==> src/rtl/ysyx_24090003_mem_arbiter_pkg.sv <==
// Shared encodings for the IFU/LSU memory arbiter: FSM states, owner tags
// and the data word returned when a transaction times out.
package ysyx_24090003_mem_arbiter_pkg;

  typedef enum logic [1:0] {
    ARB_IDLE = 2'd0,
    ARB_REQ  = 2'd1,
    ARB_WAIT = 2'd2,
    ARB_RESP = 2'd3
  } arb_state_e;

  localparam logic ARB_OWN_IFU = 1'b0;
  localparam logic ARB_OWN_LSU = 1'b1;

  localparam logic [31:0] ARB_ERR_DATA = 32'hDEADBEEF;

endpackage

==> src/rtl/ysyx_24090003_arb_timer.sv <==
// Response timeout counter: cleared when a request is accepted, counts while
// a transaction is outstanding, flags expiry on its LIMIT-th busy cycle.
module ysyx_24090003_arb_timer #(
  parameter int unsigned LIMIT = 255
) (
  input  logic i_clk,
  input  logic i_rst,
  input  logic i_clr,
  input  logic i_en,
  output logic o_expired_c
);

  localparam int unsigned CNT_W = (LIMIT < 2) ? 1 : $clog2(LIMIT + 1);

  logic [CNT_W-1:0] cnt_q;

  assign o_expired_c = i_en && (cnt_q == CNT_W'(LIMIT - 1));

  always_ff @(posedge i_clk) begin
    if (i_rst || i_clr) begin
      cnt_q <= '0;
    end else if (i_en && !o_expired_c) begin
      cnt_q <= cnt_q + CNT_W'(1);
    end
  end

endmodule

==> src/rtl/ysyx_24090003_mem_arbiter.sv <==
// Merges IFU fetch and LSU data ports onto one memory port, one transaction at
// a time, LSU first. Optional timeout via YSYX_24090003_ARB_TIMEOUT_EN.
module ysyx_24090003_mem_arbiter
  import ysyx_24090003_mem_arbiter_pkg::*;
#(
  parameter int unsigned ADDR_W         = 32,
  parameter int unsigned DATA_W         = 32,
  parameter int unsigned TIMEOUT_CYCLES = 255
) (
  input  logic                i_clk,
  input  logic                i_rst,
  input  logic                i_ifu_valid,
  output logic                o_ifu_ready,
  input  logic [ADDR_W-1:0]   i_ifu_addr,
  output logic                o_ifu_rvalid,
  output logic [DATA_W-1:0]   o_ifu_rdata,
  input  logic                i_lsu_valid,
  output logic                o_lsu_ready,
  input  logic [ADDR_W-1:0]   i_lsu_addr,
  input  logic                i_lsu_we,
  input  logic [DATA_W-1:0]   i_lsu_wdata,
  input  logic [DATA_W/8-1:0] i_lsu_wmask,
  output logic                o_lsu_rvalid,
  output logic [DATA_W-1:0]   o_lsu_rdata,
  output logic                o_mem_valid,
  input  logic                i_mem_ready,
  output logic [ADDR_W-1:0]   o_mem_addr,
  output logic                o_mem_we,
  output logic [DATA_W-1:0]   o_mem_wdata,
  output logic [DATA_W/8-1:0] o_mem_wmask,
  input  logic                i_mem_rvalid,
  input  logic [DATA_W-1:0]   i_mem_rdata,
  output logic                o_err
);

  localparam int unsigned MASK_W = DATA_W / 8;

  if (TIMEOUT_CYCLES == 0) begin : g_cfg_check
    $error("TIMEOUT_CYCLES must be nonzero");
  end

  arb_state_e          state_q;
  logic                owner_q;
  logic                mem_valid_q;
  logic [ADDR_W-1:0]   addr_q;
  logic                we_q;
  logic [DATA_W-1:0]   wdata_q;
  logic [MASK_W-1:0]   wmask_q;
  logic                ifu_rvalid_q;
  logic                lsu_rvalid_q;
  logic [DATA_W-1:0]   ifu_rdata_q;
  logic [DATA_W-1:0]   lsu_rdata_q;
  logic                err_q;

  logic                timeout_hit_c;
  logic                resp_fire_c;
  logic                resp_err_c;
  logic [DATA_W-1:0]   resp_data_c;

  // Grants exist only in IDLE; LSU wins ties.
  assign o_lsu_ready = (state_q == ARB_IDLE) && i_lsu_valid;
  assign o_ifu_ready = (state_q == ARB_IDLE) && i_ifu_valid && !i_lsu_valid;

`ifdef YSYX_24090003_ARB_TIMEOUT_EN
  logic tmr_expired_c;

  ysyx_24090003_arb_timer #(
    .LIMIT(TIMEOUT_CYCLES)
  ) u_timer (
    .i_clk      (i_clk),
    .i_rst      (i_rst),
    .i_clr      (o_ifu_ready || o_lsu_ready),
    .i_en       ((state_q == ARB_REQ) || (state_q == ARB_WAIT)),
    .o_expired_c(tmr_expired_c)
  );

  assign timeout_hit_c = tmr_expired_c;
`else
  assign timeout_hit_c = 1'b0;
`endif

  // A real response in WAIT beats a timeout expiring on the same cycle.
  always_comb begin
    resp_fire_c = 1'b0;
    resp_err_c  = 1'b0;
    resp_data_c = '0;
    if ((state_q == ARB_WAIT) && i_mem_rvalid) begin
      resp_fire_c = 1'b1;
      resp_data_c = we_q ? '0 : i_mem_rdata;
    end else if (((state_q == ARB_REQ) || (state_q == ARB_WAIT)) && timeout_hit_c) begin
      resp_fire_c = 1'b1;
      resp_err_c  = 1'b1;
      resp_data_c = DATA_W'(ARB_ERR_DATA);
    end
  end

  always_ff @(posedge i_clk) begin
    if (i_rst) begin
      state_q      <= ARB_IDLE;
      owner_q      <= ARB_OWN_IFU;
      mem_valid_q  <= 1'b0;
      addr_q       <= '0;
      we_q         <= 1'b0;
      wdata_q      <= '0;
      wmask_q      <= '0;
      ifu_rvalid_q <= 1'b0;
      lsu_rvalid_q <= 1'b0;
      ifu_rdata_q  <= '0;
      lsu_rdata_q  <= '0;
      err_q        <= 1'b0;
    end else begin
      ifu_rvalid_q <= 1'b0;
      lsu_rvalid_q <= 1'b0;
      if (resp_fire_c) begin
        state_q     <= ARB_RESP;
        mem_valid_q <= 1'b0;
        err_q       <= err_q || resp_err_c;
        if (owner_q == ARB_OWN_LSU) begin
          lsu_rvalid_q <= 1'b1;
          lsu_rdata_q  <= resp_data_c;
        end else begin
          ifu_rvalid_q <= 1'b1;
          ifu_rdata_q  <= resp_data_c;
        end
      end else begin
        unique case (state_q)
          ARB_IDLE: begin
            if (o_lsu_ready) begin
              owner_q     <= ARB_OWN_LSU;
              addr_q      <= i_lsu_addr;
              we_q        <= i_lsu_we;
              wdata_q     <= i_lsu_wdata;
              wmask_q     <= i_lsu_wmask;
              mem_valid_q <= 1'b1;
              state_q     <= ARB_REQ;
            end else if (o_ifu_ready) begin
              owner_q     <= ARB_OWN_IFU;
              addr_q      <= i_ifu_addr;
              we_q        <= 1'b0;
              wdata_q     <= '0;
              wmask_q     <= '0;
              mem_valid_q <= 1'b1;
              state_q     <= ARB_REQ;
            end
          end
          ARB_REQ: begin
            if (i_mem_ready) begin
              mem_valid_q <= 1'b0;
              state_q     <= ARB_WAIT;
            end
          end
          ARB_WAIT: state_q <= ARB_WAIT;
          ARB_RESP: state_q <= ARB_IDLE;
          default:  state_q <= ARB_IDLE;
        endcase
      end
    end
  end

  assign o_mem_valid  = mem_valid_q;
  assign o_mem_addr   = addr_q;
  assign o_mem_we     = we_q;
  assign o_mem_wdata  = wdata_q;
  assign o_mem_wmask  = wmask_q;
  assign o_ifu_rvalid = ifu_rvalid_q;
  assign o_ifu_rdata  = ifu_rdata_q;
  assign o_lsu_rvalid = lsu_rvalid_q;
  assign o_lsu_rdata  = lsu_rdata_q;
  assign o_err        = err_q;

endmodule

==> config.mk <==
export PLATFORM = sky130hd
export DESIGN_NAME = ysyx_24090003_mem_arbiter
export DESIGN_NICKNAME = d
export VERILOG_FILES = /design/src/rtl/ysyx_24090003_mem_arbiter_pkg.sv /design/src/rtl/ysyx_24090003_arb_timer.sv /design/src/rtl/ysyx_24090003_mem_arbiter.sv
export SDC_FILE = /design/constraint.sdc
export NUM_CORES = 1
export LEC_CHECK = 0
export ABC_AREA = 1
export ABC_CLOCK_PERIOD_IN_PS = 2850
export BUFFER_PORTS_ARGS = -buffer_cell sky130_fd_sc_hd__buf_2
export CAP_MARGIN = 20
export CORE_AREA = 5 5 115 117
export CTS_CLUSTER_DIAMETER = 200
export DETAILED_ROUTE_END_ITERATION = 8
export DIE_AREA = 0 0 120 122
export HOLD_SLACK_MARGIN = 0.02
export PLACE_DENSITY = 0.85
export SLEW_MARGIN = 15
export SYNTH_ARGS = -nofsm -noshare
export SYNTH_HDL_FRONTEND = slang
export SYNTH_SLANG_ARGS = --single-unit
==> constraint.sdc <==
create_clock -name i_clk -period 2.85 [get_ports i_clk]
set_clock_uncertainty 0.05 [all_clocks]
set_input_delay 0 -clock i_clk [delete_from_list [all_inputs] [get_ports i_clk]]
set_output_delay 0 -clock i_clk [all_outputs]
set_load 0.005 [all_outputs]
* Yosys cells after proc, flatten, opt, wreduce, memory -nomap -nowiden
Index checks and enable logic that the tools add are counted.
** Cells by class
- Eq/ne operators :: 7
- Multiplexer cells :: 23
- Bitwise operators :: 2
- Reduce and logical (&&, ||, !) cells :: 15
** Operators with widths (number)
- two-way mux 32 bit :: 6
- two-way mux 1 bit :: 9
- two-way mux 2 bit :: 4
- two-way mux 4 bit :: 2
- one-hot mux 2 bit (4 select lines) :: 1
- != test 3 bit, second input constant :: 2
- AND reduction 2 bit :: 3
- AND reduction 3 bit :: 2
- equality test 2 bit, second input constant :: 2
- logical AND 1 bit :: 4
- != test 4 bit, second input constant :: 1
- nonzero test 2 bit :: 2
- OR reduction 2 bit :: 2
- equality test 2 x 1 -> 1 bit, second input constant :: 1
- zero test 2 bit :: 1
- != test 2 bit, second input constant :: 1
- NOT 1 bit :: 2
- one-hot mux 1 bit (2 select lines) :: 1
- zero test 1 bit :: 1
** Storage, ports and cells
- Flip-flop bits (word level) :: 139
- Input port bits :: 139

* Logic depth before layout (Yosys ltp)
- Depth in word-level cells :: 7
- Depth in mapped cells :: 10
- Gate-level depth less buffers :: 9

* Worst setup path after synthesis
Ideal clock, no wire load.
- Path kind :: register -> register
- From :: register state_q[0]
- To :: register wdata_q[14] (netlist: o_mem_wdata[14])
- Library setup time :: 113 ps
- Data arrival time :: 1343 ps
- Slack :: 1344 ps
- Stages on the path, launching flop included :: 11
- Buffers on the path :: 2
- Period minus slack after synthesis :: 1506 ps
- Path through :: dfxtp_1 > inv_1 > ha_1 > nand2_2 > nand2_1 > inv_2 > nand2_2 > buf_6 > buf_4 > nor2_1 > nor2_1
** Between the ends
- Word-level cells in the longest chain between the ends :: 5
- Elaborated cells between the ends (all ways) :: 11
- Those cells by class :: eq/ne (1); mux (2); bitwise (1); reduce/logical (7)
** Ends and longest elaborated chain
- start: declaration :: line ysyx_24090003_mem_arbiter.sv:42 : arb_state_e state_q;
- start signal: assignment :: line ysyx_24090003_mem_arbiter.sv:99 : state_q <= ARB_IDLE;
- start signal: assignment :: line ysyx_24090003_mem_arbiter.sv:115 : state_q <= ARB_RESP;
- start signal: assignment :: line ysyx_24090003_mem_arbiter.sv:135 : state_q <= ARB_REQ;
- equality test 2 bit or zero test 2 bit (tied branches)
- logical AND 1 bit (on tied branches) :: line ysyx_24090003_mem_arbiter.sv:87, ysyx_24090003_mem_arbiter.sv:62
- two-way mux 1 bit or logical AND 1 bit (tied branches) :: line ysyx_24090003_mem_arbiter.sv:87, ysyx_24090003_mem_arbiter.sv:62
- NOT 1 bit (no source line) or nonzero test 2 bit (tied branches)
- AND reduction 3 bit (no source line)
- end signal: assignment :: line ysyx_24090003_mem_arbiter.sv:132 : wdata_q <= i_lsu_wdata;
- end: declaration :: line ysyx_24090003_mem_arbiter.sv:47 : logic [DATA_W-1:0] wdata_q;
Parallel ways exist; a longest one is shown, timed or not.
A chain may end at the register's enable or synchronous reset.

* Worst setup path in the final report
- From :: register state_q[0]
- To :: register addr_q[17] (netlist: o_mem_addr[17])
** Between the ends
- Word-level cells in the longest chain between the ends :: 5
- Elaborated cells between the ends (all ways) :: 11
- Those cells by class :: eq/ne (1); mux (2); bitwise (1); reduce/logical (7)
** Ends and longest elaborated chain
- equality test 2 bit or zero test 2 bit (tied branches)
- logical AND 1 bit (on tied branches) :: line ysyx_24090003_mem_arbiter.sv:87, ysyx_24090003_mem_arbiter.sv:62
- two-way mux 1 bit or logical AND 1 bit (tied branches) :: line ysyx_24090003_mem_arbiter.sv:87, ysyx_24090003_mem_arbiter.sv:62
- NOT 1 bit (no source line) or nonzero test 2 bit (tied branches)
- AND reduction 3 bit (no source line)
- end signal: assignment :: line ysyx_24090003_mem_arbiter.sv:130 : addr_q <= i_lsu_addr;
- end signal: assignment :: line ysyx_24090003_mem_arbiter.sv:138 : addr_q <= i_ifu_addr;
- end: declaration :: line ysyx_24090003_mem_arbiter.sv:45 : logic [ADDR_W-1:0] addr_q;
Parallel ways exist; a longest one is shown, timed or not.

==> impl_results.md <==
- PwrDens: 914 nW/µm²
- Vias per cell: 5.14
- RSZ-0062 raised after global routing: false
- Metal-1 WL: 8110 µm
- Drt drc: 0
- Reg2reg end: o_mem_addr[17]
- Clock transition at the registers of the reported paths: 60 ps
- Fmax: 384 MHz
- Routed WL: 23200 µm
- Setup violators final: 0
- Total power: 8680 µW
- Status: complete, no violations
- Register bit total from synthesis: 139
- Reg2reg path depth: 10
- Worst EP required: 3150 ps
- Max-cap violations: 0
- GR Overflow Total: 0
- Vias post-DR: 7562
- Slew Limit Fails: 0
- Register area share after synthesis: 46.1%
- Core Area: 12300 µm²
- Routed length on met3: 2020 µm
- RD Place Congestion: 0.887
- Crit path launch type: flip-flop
- Worst-path maximum fanout: 32
- Layout cell share with drive strength beyond 1: 25.1%
- # rows: 41
- Drt wl/cell: 15.8 µm
- Syn Inst Count: 920
- Setup crit end: o_mem_addr[17]
- Die ar.: 14600 µm²
- CTS Buffer Depth: 2
- Met2 routed WL: 11700 µm
- CP Class: reg2reg
- Avg Synthesized Cell Area: 6.56 µm²
- Die W: 120 µm
- Pleak: 0.00502 µW
- Area grow syn2layout: 57.3%
- GRT Total Usage: 30.6%
- Fillers: 788
- Synth cell types: 19
- Post-place setup slack: 864 ps
- Worst slew margin: 58.3%
- Setup crit end kind: flip-flop
- Setup Buffers After CTS: 0
- WP data arrival: 2900 ps
- First DRT Iteration DRCs: 743
- DIE HEIGHT: 122 µm
- Clock sink count: 139
- Post-Syn Area: 6040 µm²
- IO Port Bufs: 276
- CTS HTree Levels: 4
- Worst skew pair latency: 410 ps
- Hpwl dp: 12600 µm
- Num CTS Buffers: 17
- Synth Warn #: 0
- Root Driver: clkbuf_16
- Final Cycle Share: 91.3%
- Crit path from: state_q[0]
- Min Tclk post-route: 2600 ps
- Post-route setup slack: 248 ps
- Peak VDD IR: 0.615 mV
- Final hold viol count: 0
- TritonRoute pass-1 iters: 8
- Largest net degree at the start of global routing: 99
- CTS tree: done
- Setup slack, reg-to-reg: 250 ps
- Actual slew at the worst max-slew pin: 625 ps
- I/O pin cnt: 278
- Type of the worst min-delay path: in2reg
- Syn_nets: 1063
- First-pass GRT wire length: 35800 µm
- Number of global-route vias before repair: 7428
- Reg-to-Reg Start: state_q[0]
- Nets@finish: 1450
- Initial antenna violation count: 2
- Detail Route Antenna Nets: 0
- Final TNS setup: 0 ps
- DR top layer: met5
- Starting Density: 49.2%
==> kinds of logic (layout without fill, tap and decap cells) <==
family	Yosys count	in the layout	share of synthesized area, %
other	1	2	0.0621
flip-flops	139	139	46.1
AO/OA/AOI/OAI	68	68	5.66
adder cells (fa/ha/maj)	4	4	0.829
buffers and inverters	137	537	9.66
AND/OR/NAND/NOR	571	571	37.7
==> cell usage in the layout (no fill, tap or decap), types with 17 or more instances in the layout <==
master	n
dlygate4sd3_1	139
nand2_1	316
nor2_1	161
buf_2	276
nand3_1	88
o21ai_0	29
inv_1	73
a21oi_1	35
clkbuf_16	17
dfxtp_1	139
==> cell type report <==
type	count	area, µm²	area share (%)
Timing Repair Buffer	428	2880	30.3
Sequential cell	139	2780	29.3
Multi-Input combinational cell	644	2670	28.1
Clock buffer	20	467	4.91
Inverter	77	289	3.04
Clock inverter	12	216	2.28
Tap cell	150	188	1.98
Antenna cell	1	2.50	0.0263
==> through the flow <==
step | hold slack (ps) | util [%] | cell area [µm²] | instances
finish | 81.1 | 77.5 | 9500 | 1471
global route | 67.9 | 77.5 | 9500 | 1471
CTS | 47.5 | 77.5 | 9500 | 1470
detailed placement | 218 | 60.5 | 7420 | 1299
global placement | 213 | 60.5 | 7420 | 1299
floorplan | 53.8 | - | 6040 | 920
==> sequential cells by signal, indices dropped and copies added, names as in the netlist, 2 cells and up <==
name	cells
o_mem_wdata	32
state_q	2
o_ifu_rdata	32
o_lsu_rdata	32
o_mem_addr	32
o_mem_wmask	4
==> critical path: stages, from the launching register on <==
cell and delay, ps:
dfxtp_1 320, inv_1 100, ha_1 230, nand2_2 120, inv_2 320, buf_4 410
nand2_1 160, nand2_1 80, dlygate4sd3_1 550, nor2_1 50, nor2_1 120
==> where the power goes <==
part	internal [µW]	total (µW)	switching, µW
Clock	1710	2550	839
Sequential	2510	2840	325
Combinational	1330	3300	1960
Total	5550	8680	3130
==> cell usage after synthesis <==
cell type	number	area, µm²
nand2_1	316	1190
clkbuf_1	16	60.1
buf_2	40	200
o21ai_1	3	15.0
inv_1	73	274
nand3_1	88	440
nor2_4	1	11.3
nand3_2	1	10.0
nand2_2	4	25.0
buf_6	1	11.3
o21ai_0	29	145
nor2_1	161	604
ha_1	4	50.1
o22ai_1	1	6.26
inv_2	4	15.0
buf_4	3	22.5
dfxtp_1	139	2780
conb_1	1	3.75
a21oi_1	35	175
==> how the worst min path moves through the flow <==
stage	startpoint	end	slack [ps]	cells past startpoint
global route	i_rst	o_ifu_rvalid	70	3
finish	i_rst	o_ifu_rvalid	80	3
floorplan	i_ifu_valid	o_ifu_ready	50	2
CTS	i_rst	o_ifu_rvalid	50	3
global placement	i_mem_rdata[20]	o_lsu_rdata[20]	210	3
detailed placement	i_mem_rdata[19]	o_lsu_rdata[19]	220	3
==> metal layers <==
| metal | up-vias | GRT usage [%] |
|---|---|---|
| li1 | 3584 | - |
| met1 | 3386 | 31.6 |
| met2 | 460 | 54.2 |
| met5 | - | 0 |
| met3 | 130 | 9.05 |
| met4 | 2 | 19.9 |
==> what timing repair did <==
action / CTS / global route
endpoints found under the hold margin: 137 / 0
resized for setup: 0 / 0
hold buffers: 139 / 0
(Power assumes the default switching activity.)
